`src/rtl/uart_framed_core.sv`:
```
// UART transmitter/receiver pair with runtime framing: 5..MAX_DATA_BITS data bits,
// none/even/odd parity, one or two stop bits, with parity/framing/break reporting.
module uart_framed_core #(
  parameter int CLOCK_SCALE_BITS = 16,
  parameter int MAX_DATA_BITS    = 9
) (
  input  logic                        clk,
  input  logic                        rst,
  input  logic                        enable,
  input  logic [CLOCK_SCALE_BITS-1:0] cyclesPerBit,
  input  logic [3:0]                  dataBits,
  input  logic [1:0]                  parityMode,
  input  logic                        twoStopBits,
  input  logic [MAX_DATA_BITS-1:0]    txData,
  input  logic                        txValid,
  output logic                        txReady,
  output logic                        txBusy,
  output logic                        tx,
  input  logic                        rx,
  output logic [MAX_DATA_BITS-1:0]    rxData,
  output logic                        rxValid,
  output logic                        rxParityError,
  output logic                        rxFramingError,
  output logic                        rxBreak,
  output logic                        rxBusy
);
  localparam int CW = CLOCK_SCALE_BITS;
  localparam int DW = MAX_DATA_BITS;
  localparam logic [3:0] MAX_BITS = 4'(MAX_DATA_BITS);

  typedef enum logic [2:0] {
    TX_IDLE = 3'd0, TX_START = 3'd1, TX_DATA = 3'd2,
    TX_PARITY = 3'd3, TX_STOP1 = 3'd4, TX_STOP2 = 3'd5
  } tx_state_t;

  typedef enum logic [2:0] {
    RX_IDLE = 3'd0, RX_START = 3'd1, RX_DATA = 3'd2,
    RX_PARITY = 3'd3, RX_STOP = 3'd4, RX_WAIT_HIGH = 3'd5
  } rx_state_t;

  function automatic logic [CW-1:0] clamp_period(input logic [CW-1:0] c);
    logic [CW-1:0] r;
    if (c < CW'(2'd3)) r = CW'(2'd3);
    else               r = c;
    return r;
  endfunction

  function automatic logic [3:0] clamp_bits(input logic [3:0] b);
    logic [3:0] r;
    if (b < 4'd5)          r = 4'd5;
    else if (b > MAX_BITS) r = MAX_BITS;
    else                   r = b;
    return r;
  endfunction

  function automatic logic [DW-1:0] mask_data(input logic [DW-1:0] d, input logic [3:0] n);
    logic [DW-1:0] r;
    r = {DW{1'b0}};
    for (int i = 0; i < DW; i++) begin
      if (i < int'(n)) r[i] = d[i];
      else             r[i] = 1'b0;
    end
    return r;
  endfunction

  function automatic logic parity_bit(input logic [DW-1:0] d, input logic odd);
    return (^d) ^ odd;
  endfunction

  // ---------------- transmitter ----------------
  tx_state_t     r_tx_state, w_tx_next_state;
  logic [CW-1:0] r_tx_cnt, r_tx_period;
  logic [3:0]    r_tx_bit_idx, r_tx_nbits;
  logic [DW-1:0] r_tx_shift, w_tx_shift_next, w_tx_masked;
  logic          r_tx_par_en, r_tx_par_bit, r_tx_two_stop, r_tx;
  logic          w_tx_accept, w_tx_bit_end, w_tx_line;

  assign txReady      = enable && (r_tx_state == TX_IDLE) && !rst;
  assign w_tx_accept  = txValid && txReady;
  assign w_tx_bit_end = (r_tx_cnt == r_tx_period);
  assign w_tx_masked  = mask_data(txData, clamp_bits(dataBits));
  assign txBusy       = (r_tx_state != TX_IDLE);
  assign tx           = r_tx;

  always_comb begin
    w_tx_next_state = r_tx_state;
    w_tx_shift_next = r_tx_shift;
    w_tx_line       = 1'b1;
    case (r_tx_state)
      TX_IDLE: begin
        if (w_tx_accept) w_tx_next_state = TX_START;
        else             w_tx_next_state = TX_IDLE;
      end
      TX_START: begin
        if (w_tx_bit_end) w_tx_next_state = TX_DATA;
        else              w_tx_next_state = TX_START;
      end
      TX_DATA: begin
        if (w_tx_bit_end) begin
          w_tx_shift_next = r_tx_shift >> 1;
          if (r_tx_bit_idx == r_tx_nbits - 4'd1)
            w_tx_next_state = r_tx_par_en ? TX_PARITY : TX_STOP1;
          else
            w_tx_next_state = TX_DATA;
        end else begin
          w_tx_next_state = TX_DATA;
        end
      end
      TX_PARITY: begin
        if (w_tx_bit_end) w_tx_next_state = TX_STOP1;
        else              w_tx_next_state = TX_PARITY;
      end
      TX_STOP1: begin
        if (w_tx_bit_end) w_tx_next_state = r_tx_two_stop ? TX_STOP2 : TX_IDLE;
        else              w_tx_next_state = TX_STOP1;
      end
      TX_STOP2: begin
        if (w_tx_bit_end) w_tx_next_state = TX_IDLE;
        else              w_tx_next_state = TX_STOP2;
      end
      default: w_tx_next_state = TX_IDLE;
    endcase
    // The line level is registered, so it is chosen from the state being entered.
    case (w_tx_next_state)
      TX_START:  w_tx_line = 1'b0;
      TX_DATA:   w_tx_line = w_tx_shift_next[0];
      TX_PARITY: w_tx_line = r_tx_par_bit;
      default:   w_tx_line = 1'b1;
    endcase
  end

  always_ff @(posedge clk) begin
    if (rst) begin
      r_tx_state <= TX_IDLE;
      r_tx       <= 1'b1;
    end else begin
      r_tx_state <= w_tx_next_state;
      r_tx       <= w_tx_line;
    end
  end

  always_ff @(posedge clk) begin
    if (rst) begin
      r_tx_cnt      <= {CW{1'b0}};
      r_tx_period   <= CW'(2'd3);
      r_tx_bit_idx  <= 4'd0;
      r_tx_nbits    <= 4'd8;
      r_tx_shift    <= {DW{1'b0}};
      r_tx_par_en   <= 1'b0;
      r_tx_par_bit  <= 1'b0;
      r_tx_two_stop <= 1'b0;
    end else if (w_tx_accept) begin
      r_tx_cnt      <= {CW{1'b0}};
      r_tx_period   <= clamp_period(cyclesPerBit);
      r_tx_nbits    <= clamp_bits(dataBits);
      r_tx_shift    <= w_tx_masked;
      r_tx_par_en   <= (parityMode == 2'd1) || (parityMode == 2'd2);
      r_tx_par_bit  <= parity_bit(w_tx_masked, parityMode == 2'd2);
      r_tx_two_stop <= twoStopBits;
    end else begin
      r_tx_shift <= w_tx_shift_next;
      if ((r_tx_state == TX_IDLE) || w_tx_bit_end) r_tx_cnt <= {CW{1'b0}};
      else                                         r_tx_cnt <= r_tx_cnt + CW'(1'b1);
      if (r_tx_state == TX_START)                  r_tx_bit_idx <= 4'd0;
      else if ((r_tx_state == TX_DATA) && w_tx_bit_end) r_tx_bit_idx <= r_tx_bit_idx + 4'd1;
      else                                         r_tx_bit_idx <= r_tx_bit_idx;
    end
  end

  // ---------------- receiver ----------------
  rx_state_t     r_rx_state, w_rx_fsm_next, w_rx_next_state;
  logic          r_rx_meta, r_rx_sync, r_rx_prev, w_rx_s, w_rx_fall, w_rx_sample;
  logic [CW-1:0] r_rx_cnt, r_rx_period;
  logic [CW:0]   w_rx_half_m1;
  logic [3:0]    r_rx_bit_idx, r_rx_nbits;
  logic [DW-1:0] r_rx_shift, w_rx_aligned;
  logic          r_rx_par_en, r_rx_par_odd, r_rx_par_bit, w_rx_break;
  logic [DW-1:0] r_rx_data;
  logic          r_rx_valid, r_rx_perr, r_rx_ferr, r_rx_brk;

  assign w_rx_s       = enable ? r_rx_sync : 1'b1;
  assign w_rx_fall    = r_rx_prev && !w_rx_s;
  assign w_rx_half_m1 = (({1'b0, r_rx_period} + (CW+1)'(1'b1)) >> 1) - (CW+1)'(1'b1);
  assign w_rx_sample  = (r_rx_state == RX_START) ? ({1'b0, r_rx_cnt} == w_rx_half_m1)
                                                 : (r_rx_cnt == r_rx_period);
  // Bits are shifted in from the top, so the character lands MSB-aligned until shifted down.
  assign w_rx_aligned = r_rx_shift >> (4'(DW) - r_rx_nbits);
  assign w_rx_break   = !w_rx_s && (w_rx_aligned == {DW{1'b0}}) && (!r_rx_par_en || !r_rx_par_bit);

  assign rxData         = r_rx_data;
  assign rxValid        = r_rx_valid;
  assign rxParityError  = r_rx_perr;
  assign rxFramingError = r_rx_ferr;
  assign rxBreak        = r_rx_brk;
  assign rxBusy         = (r_rx_state != RX_IDLE);

  always_ff @(posedge clk) begin
    if (rst) begin
      r_rx_meta <= 1'b1;
      r_rx_sync <= 1'b1;
      r_rx_prev <= 1'b1;
    end else begin
      r_rx_meta <= rx;
      r_rx_sync <= r_rx_meta;
      r_rx_prev <= w_rx_s;
    end
  end

  always_comb begin
    w_rx_fsm_next = r_rx_state;
    case (r_rx_state)
      RX_IDLE: begin
        if (w_rx_fall) w_rx_fsm_next = RX_START;
        else           w_rx_fsm_next = RX_IDLE;
      end
      RX_START: begin
        if (!w_rx_sample) w_rx_fsm_next = RX_START;
        else if (w_rx_s)  w_rx_fsm_next = RX_IDLE;
        else              w_rx_fsm_next = RX_DATA;
      end
      RX_DATA: begin
        if (w_rx_sample && (r_rx_bit_idx == r_rx_nbits - 4'd1))
          w_rx_fsm_next = r_rx_par_en ? RX_PARITY : RX_STOP;
        else
          w_rx_fsm_next = RX_DATA;
      end
      RX_PARITY: begin
        if (w_rx_sample) w_rx_fsm_next = RX_STOP;
        else             w_rx_fsm_next = RX_PARITY;
      end
      RX_STOP: begin
        if (!w_rx_sample) w_rx_fsm_next = RX_STOP;
        else if (w_rx_s)  w_rx_fsm_next = RX_IDLE;
        else              w_rx_fsm_next = RX_WAIT_HIGH;
      end
      RX_WAIT_HIGH: begin
        if (w_rx_s) w_rx_fsm_next = RX_IDLE;
        else        w_rx_fsm_next = RX_WAIT_HIGH;
      end
      default: w_rx_fsm_next = RX_IDLE;
    endcase
    if (enable) w_rx_next_state = w_rx_fsm_next;
    else        w_rx_next_state = RX_IDLE;
  end

  always_ff @(posedge clk) begin
    if (rst) r_rx_state <= RX_IDLE;
    else     r_rx_state <= w_rx_next_state;
  end

  always_ff @(posedge clk) begin
    if (rst) begin
      r_rx_cnt     <= {CW{1'b0}};
      r_rx_period  <= CW'(2'd3);
      r_rx_bit_idx <= 4'd0;
      r_rx_nbits   <= 4'd8;
      r_rx_shift   <= {DW{1'b0}};
      r_rx_par_en  <= 1'b0;
      r_rx_par_odd <= 1'b0;
      r_rx_par_bit <= 1'b0;
      r_rx_data    <= {DW{1'b0}};
      r_rx_valid   <= 1'b0;
      r_rx_perr    <= 1'b0;
      r_rx_ferr    <= 1'b0;
      r_rx_brk     <= 1'b0;
    end else begin
      r_rx_valid <= 1'b0;
      if (!enable) begin
        r_rx_cnt <= {CW{1'b0}};
      end else begin
        case (r_rx_state)
          RX_IDLE: begin
            r_rx_cnt <= {CW{1'b0}};
            if (w_rx_fall) begin
              r_rx_period  <= clamp_period(cyclesPerBit);
              r_rx_nbits   <= clamp_bits(dataBits);
              r_rx_par_en  <= (parityMode == 2'd1) || (parityMode == 2'd2);
              r_rx_par_odd <= (parityMode == 2'd2);
              r_rx_shift   <= {DW{1'b0}};
              r_rx_bit_idx <= 4'd0;
            end else begin
              r_rx_bit_idx <= 4'd0;
            end
          end
          RX_START, RX_DATA, RX_PARITY, RX_STOP: begin
            if (w_rx_sample) r_rx_cnt <= {CW{1'b0}};
            else             r_rx_cnt <= r_rx_cnt + CW'(1'b1);
            if (w_rx_sample && (r_rx_state == RX_DATA)) begin
              r_rx_shift   <= {w_rx_s, r_rx_shift[DW-1:1]};
              r_rx_bit_idx <= r_rx_bit_idx + 4'd1;
            end else begin
              r_rx_bit_idx <= r_rx_bit_idx;
            end
            if (w_rx_sample && (r_rx_state == RX_PARITY)) r_rx_par_bit <= w_rx_s;
            else                                          r_rx_par_bit <= r_rx_par_bit;
            if (w_rx_sample && (r_rx_state == RX_STOP)) begin
              r_rx_valid <= 1'b1;
              r_rx_data  <= w_rx_aligned;
              r_rx_perr  <= r_rx_par_en && (parity_bit(w_rx_aligned, r_rx_par_odd) != r_rx_par_bit);
              r_rx_ferr  <= !w_rx_s;
              r_rx_brk   <= w_rx_break;
            end else begin
              r_rx_valid <= 1'b0;
            end
          end
          default: r_rx_cnt <= {CW{1'b0}};
        endcase
      end
    end
  end

endmodule

```
`config.mk`:
```
export PLATFORM = sky130hd
export DESIGN_NAME = uart_framed_core
export DESIGN_NICKNAME = d
export VERILOG_FILES = /design/src/rtl/uart_framed_core.sv
export SDC_FILE = /design/constraint.sdc
export NUM_CORES = 1
export LEC_CHECK = 0
export BUFFER_PORTS_ARGS = -buffer_cell sky130_fd_sc_hd__buf_2
export CAP_MARGIN = 5
export CELL_PAD_IN_SITES_DETAIL_PLACEMENT = 0
export CELL_PAD_IN_SITES_GLOBAL_PLACEMENT = 1
export CORE_ASPECT_RATIO = 1.75
export CORE_MARGIN = 4
export CORE_UTILIZATION = 46
export DETAILED_ROUTE_END_ITERATION = 12
export GPL_TIMING_DRIVEN = 0
export PLACE_DENSITY_LB_ADDON = 0.1
export SETUP_SLACK_MARGIN = 0.05
export SLEW_MARGIN = 20
export SYNTH_ARGS = -nofsm -noshare
export SYNTH_HDL_FRONTEND = slang
export SYNTH_SLANG_ARGS = --single-unit
```
`constraint.sdc`:
```
create_clock -name clk -period 4.3 [get_ports clk]
set_input_delay 0.645 -clock clk [delete_from_list [all_inputs] [get_ports clk]]
set_output_delay 0.645 -clock clk [all_outputs]
set_load 0.05 [all_outputs]
```
-- Word-level counts from Yosys, hierarchy flattened
Index checks and enable logic that the tools add are counted.
- register bits: 127
- input port bits: 37
- output and inout bits: 17
- logic and storage cells: 165
- $add $sub $neg: 9
- $lt $le $gt $ge: 12
- eq/ne operators: 23
- shifts and indexed selects: 1
- multiplexer cells: 45
- bitwise gates (word level): 5
- reduce and logical (&&, ||, !) cells: 42
- operator list (kind ; number):
    $mux 9 ; 5
    $mux 3 ; 12
    $pmux 3 s6 ; 2
    $add 16x1->16 const B ; 2
    $eq 16x16->1 ; 2
    $mux 4 ; 5
    $eq 3x2->1 const B ; 6
    $pmux 9 s2 ; 1
    $reduce_xor 9->1 ; 2
    $add 16x1->17 const B ; 1
    $eq 16x17->1 ; 1
    $sub 16x1->17 const B ; 1
    $lt 16x2->1 const B ; 1
    $lt 3x4->1 const A ; 4
    $mux 16 ; 1
    $mux 1 ; 14
    $eq 3x3->1 const B ; 4
    $logic_and 1x1->1 ; 12
    $reduce_and 3->1 ; 4
    $eq 3x1->1 const B ; 3
    $logic_not 9->1 ; 1
    $shr 9x4->9 ; 1
    $add 4x1->4 const B ; 2
    $eq 4x4->1 ; 2
    26 further kinds ; 48

-- Logic depth before layout (Yosys ltp)
- word-level depth: 8
- mapped depth: 16
- mapped depth without buffers: 13

-- Least setup slack after synthesis
Ideal clock, no wire load.
- path type: reg2reg
- start point: register r_rx_period[1]
- end point: register r_rx_perr, in the netlist rxParityError
- setup time: 70 ps
- data arrival time: 3481 ps
- required time: 4230 ps
- path slack: 748 ps
- cell stages (with the launch flop): 16
- path buffers: 2
- clock period less this slack: 3552 ps
- cell sequence: dfxtp_1 > ha_1 > clkbuf_1 > inv_1 > ha_1 > xnor2_1 > or3_1 > nand3_1 > o2111ai_1 > a2111oi_0 > nand4_1 > nor4_4 > nand3_2 > buf_6 > or4_1 > a21oi_1
- word-level cells in the longest chain between the ends: 6
- elaborated cells on any way between the ends: 7
- classes of those cells: add/sub (2); eq/ne (2); mux (1); reduce/logical (2)
- ends and longest elaborated chain (item ; RTL line ; text):
    start, declared ; 173 ; logic [CW-1:0] r_rx_cnt, r_rx_period;
    start signal, assigned ; 254 ; r_rx_period <= CW'(2'd3);
    start signal, assigned ; 275 ; r_rx_period <= clamp_period(cyclesPerBit);
    $add 16x1->17 ; 183 ; assign w_rx_half_m1 = (({1'b0, r_rx_period} + (CW+1)'(1'b1)) >> 1) - (CW+1)'(1'b1);
    $sub 16x1->17 ; 183 ;
    $eq 16x17->1 ; 184 ; assign w_rx_sample = (r_rx_state == RX_START) ? ({1'b0, r_rx_cnt} == w_rx_half_m1)
    $mux 1 (*) ; 184 ;
    $logic_and 1x1->1 (*) ; 296 ; if (w_rx_sample && (r_rx_state == RX_STOP)) begin
    $reduce_and 3->1 (no line) (*) ; -- ;
    end signal, assigned ; 299 ; r_rx_perr <= r_rx_par_en && (parity_bit(w_rx_aligned, r_rx_par_odd) != r_rx_par_bit);
    end, declared ; 179 ; logic r_rx_valid, r_rx_perr, r_rx_ferr, r_rx_brk;
Every way passes the cells marked *; elsewhere a longest branch is shown, timed or not.
A chain may end at the register's enable or synchronous reset.

-- Worst setup path after layout
- start point: register r_rx_period[6]
- end point: register r_rx_perr, in the netlist rxParityError
Same word-level chain as after synthesis.

==> metrics.cfg <==
[global_routing]
grt_pass1_wl_mm=35.6
grt_pass1_vias=6852
overflow=0
track_usage_pct=24.2
antenna_found_initial=0
grt_start_max_net_pins=17

[clock_tree]
cts_buffers=17
clk_path_buf_depth=2
clock-sinks=127
h-tree-depth=4
clockRootBuffer=clkbuf_16
path_clk_slew_ns=0.07
cts-hold-fix-buffers=0
cts_tree=yes
clock_latency_ns=0.43

[timing]
fin_ws_ns=0.304
whs_ns=0.418
setup_viol_count_final=0
slew_headroom_pct=36.9
max_clock_freq_mhz=250
worst_slew_pin_slew_ns=0.939
rsz0062_at_grt=false
hold_viol_final=0
layout_min_cycle_time_ns=4.00
skew_ns=0.0126
period_share_pct=92.9
report.final.slew_viol_count=0

[synthesis]
ys_ff_latch=127
syn_area_sq_um=7530
syn_area_per_cell_sq_um=7.89
yosysTopAreaCellShare_pct=33.8
syn_nets=1005
synthFlopType=dfxtp_1
synth-async-reset-ratio_pct=0
synth_edf_count=0
ys_top_cells_by_count=nand2_1 (131), dfxtp_1 (127), nor2_1 (88), a21oi_1 (71), xnor2_1 (66)
postSynthCellCount=954
ys_warn_count=0
yosys.cell_types.count=69
synthTopCellsByArea=dfxtp_1 (34%), xnor2_1 (7.7%), nand2_1 (6.5%), a21oi_1 (4.7%), xor2_1 (4.7%)
synth.most_common_cell=nand2_1
yosysTopAreaCell=dfxtp_1
yosysSeqAreaShare_pct=33.8

[placed_design]
dpl.cell_count=1193
placed_area_sq_um=8020
place_hpwl_mm=17.2
gp_congestion=0.876
place_ws_ns=-0.0699
numPortBuffers=50

[worst_setup_path]
critical_path_class=reg -> reg
critical-path-top-delay-family=simple AND/OR/NAND/NOR gates
cp.required_ns=4.66
slowest_stage=mux2i_1
worstPathMaxFanout=10
slowest_delay_ns=0.59
path_cells=buf_2 -> inv_1 -> nor4_1 -> mux2i_1 -> or4_1 -> a41oi_1 -> or3_1 -> nor4_4 -> nand3_2 -> buf_6 -> or4_1 -> a21oi_1
cp-end-kind=register
worst_ep_arrival_time_ns=4.35
crit_path_start_kind=register
crit_buf_inv=3
crit_path_frequent_cell=or4_1

[final_layout]
final_cells=1228
final_nets=1077
area_growth_syn_to_layout_pct=15.2
drive_gt1_share_pct=12.9
nFillCells=1601
fin_area_sq_um=8670
n_antenna_cell=0

[route]
finalWirelength_mm=22.1
firstDrtPassIters=5
ant_nets=0
wl_met1_mm=9.03
drc=0
wl_met2_mm=11.4
vias_per_cell=5.74
top_layer=met4
wl_met3_um=678
initialDrtViolationCount=251
wl_per_cell_um=18.0
num_vias=7048

[floorplan]
die_x_um=105
top_level_ports=54
fp.coreArea_sq_um=16000
row_count=61
dieArea_sq_um=18600
start_util_pct=47.2
die_y_um=177

[power]
p_leak_nw=3.17
power_per_cell_area_nw_per_um2=339
vdd.ir_drop.worst_v=0.000204

[hold_path]
min_path_type=in -> reg

[status]
outcome=finished clean

[run]
cap_viol_max_count=0

## state kept, by name, summed over array words and instances (netlist names), 3 cells and up
| name | count |
|---|---|
| r_rx_state | 3 |
| r_tx_cnt | 16 |
| r_rx_shift | 9 |
| r_tx_period | 16 |
| r_tx_nbits | 4 |
| r_tx_state | 3 |
| rxData | 9 |
| r_rx_period | 16 |
| r_tx_shift | 9 |
| r_rx_nbits | 4 |
| r_rx_bit_idx | 4 |
| r_tx_bit_idx | 4 |
| r_rx_cnt | 16 |
## per-stage QoR
step           power (W)  utilization, %  setup TNS, ns
2_1_floorplan    0.00144               -              0
5_1_grt          0.00303            54.3              0
3_3_place_gp     0.00153            50.2              0
3_5_place_dp     0.00154            50.3         -0.629
6_report         0.00294            54.3              0
4_1_cts          0.00295            53.9              0
## worst register-to-register path, cell delays in order (launching register included)
cell and delay, ns:
dfxtp_1 0.36, buf_2 0.25, inv_1 0.11, nor4_1 0.39
mux2i_1 0.59, or4_1 0.21, a41oi_1 0.15, or3_1 0.51
nor4_4 0.39, nand3_2 0.13, buf_6 0.17, or4_1 0.51
a21oi_1 0.15
## cell type report
class / instances / area, sq um / area share (%)
Buffer: 61 / 269 / 3.10
Clock buffer: 17 / 425 / 4.91
Clock inverter: 15 / 146 / 1.69
Inverter: 25 / 93.8 / 1.08
Multi-Input combinational cell: 740 / 4680 / 53.9
Sequential cell: 127 / 2540 / 29.3
Tap cell: 189 / 236 / 2.73
Timing Repair Buffer: 54 / 280 / 3.23
## layout by cell type, fill, tap and decap left out, drive strengths merged, types with 4 or more instances in the layout
cell type,synthesis,routed
nand4,21,21
nor2,88,88
o211ai,7,7
and3,18,18
a21boi,4,4
nor4,19,19
o21ai,36,36
nor3,16,16
nand3b,5,5
nand3,34,34
nand2,131,131
o31ai,6,6
a21oi,71,71
a211o,5,5
buf,16,70
ha,14,14
clkinv,1,4
a211oi,19,19
xnor2,66,66
a31o,5,5
inv,24,33
a31oi,6,6
clkbuf,46,62
or3,20,20
xor2,40,40
or4,12,12
nand2b,4,4
mux2i,18,18
or2,9,9
nor2b,10,10
dfxtp,127,127
a22o,10,10
## path summary, 6_finish.rpt
| path | startpoint | end | slack [ns] | depth (start not counted) |
|---|---|---|---|---|
| max | r_rx_period[6] | rxParityError | 0.30 | 12 |
| max reg2reg | r_rx_period[6] | rxParityError | 0.30 | 12 |
| min reg2reg | r_rx_meta | r_rx_sync | 0.43 | 1 |
| min | rx | r_rx_meta | 0.42 | 2 |
## cell families (layout without fill, tap and decap cells)
family / after synthesis / after routing / share of synthesized area, %
AND/OR/NAND/NOR: 397 / 397 / 26.2
AO/OA/AOI/OAI: 202 / 202 / 17.7
flip-flops: 127 / 127 / 33.8
XOR/XNOR: 106 / 106 / 12.3
buffers and inverters: 87 / 172 / 4.82
multiplexers: 21 / 21 / 2.84
adder cells (fa/ha/maj): 14 / 14 / 2.33
## layer usage
metal	GRT usage [%]	vias up
met4	11.4	0
met2	44.8	157
met1	27.1	3308
met5	0	-
li1	-	3530
met3	3.50	53
## repair_timing
item / CTS / global route
pin swaps: 1 / 5
buffers inserted: 1 / 3
endpoints found under the setup margin: 11 / 46
gates resized for setup: 1 / 13
## power by group
group / leakage, nW / internal, W / switching, W / total, W
Clock: 0.273 / 0.000768 / 0.000656 / 0.00142
Combinational: 1.87 / 0.000111 / 0.000185 / 0.000295
Sequential: 1.03 / 0.00120 / 0.0000196 / 0.00122
No activity file was read; power rests on OpenSTA's default activity.
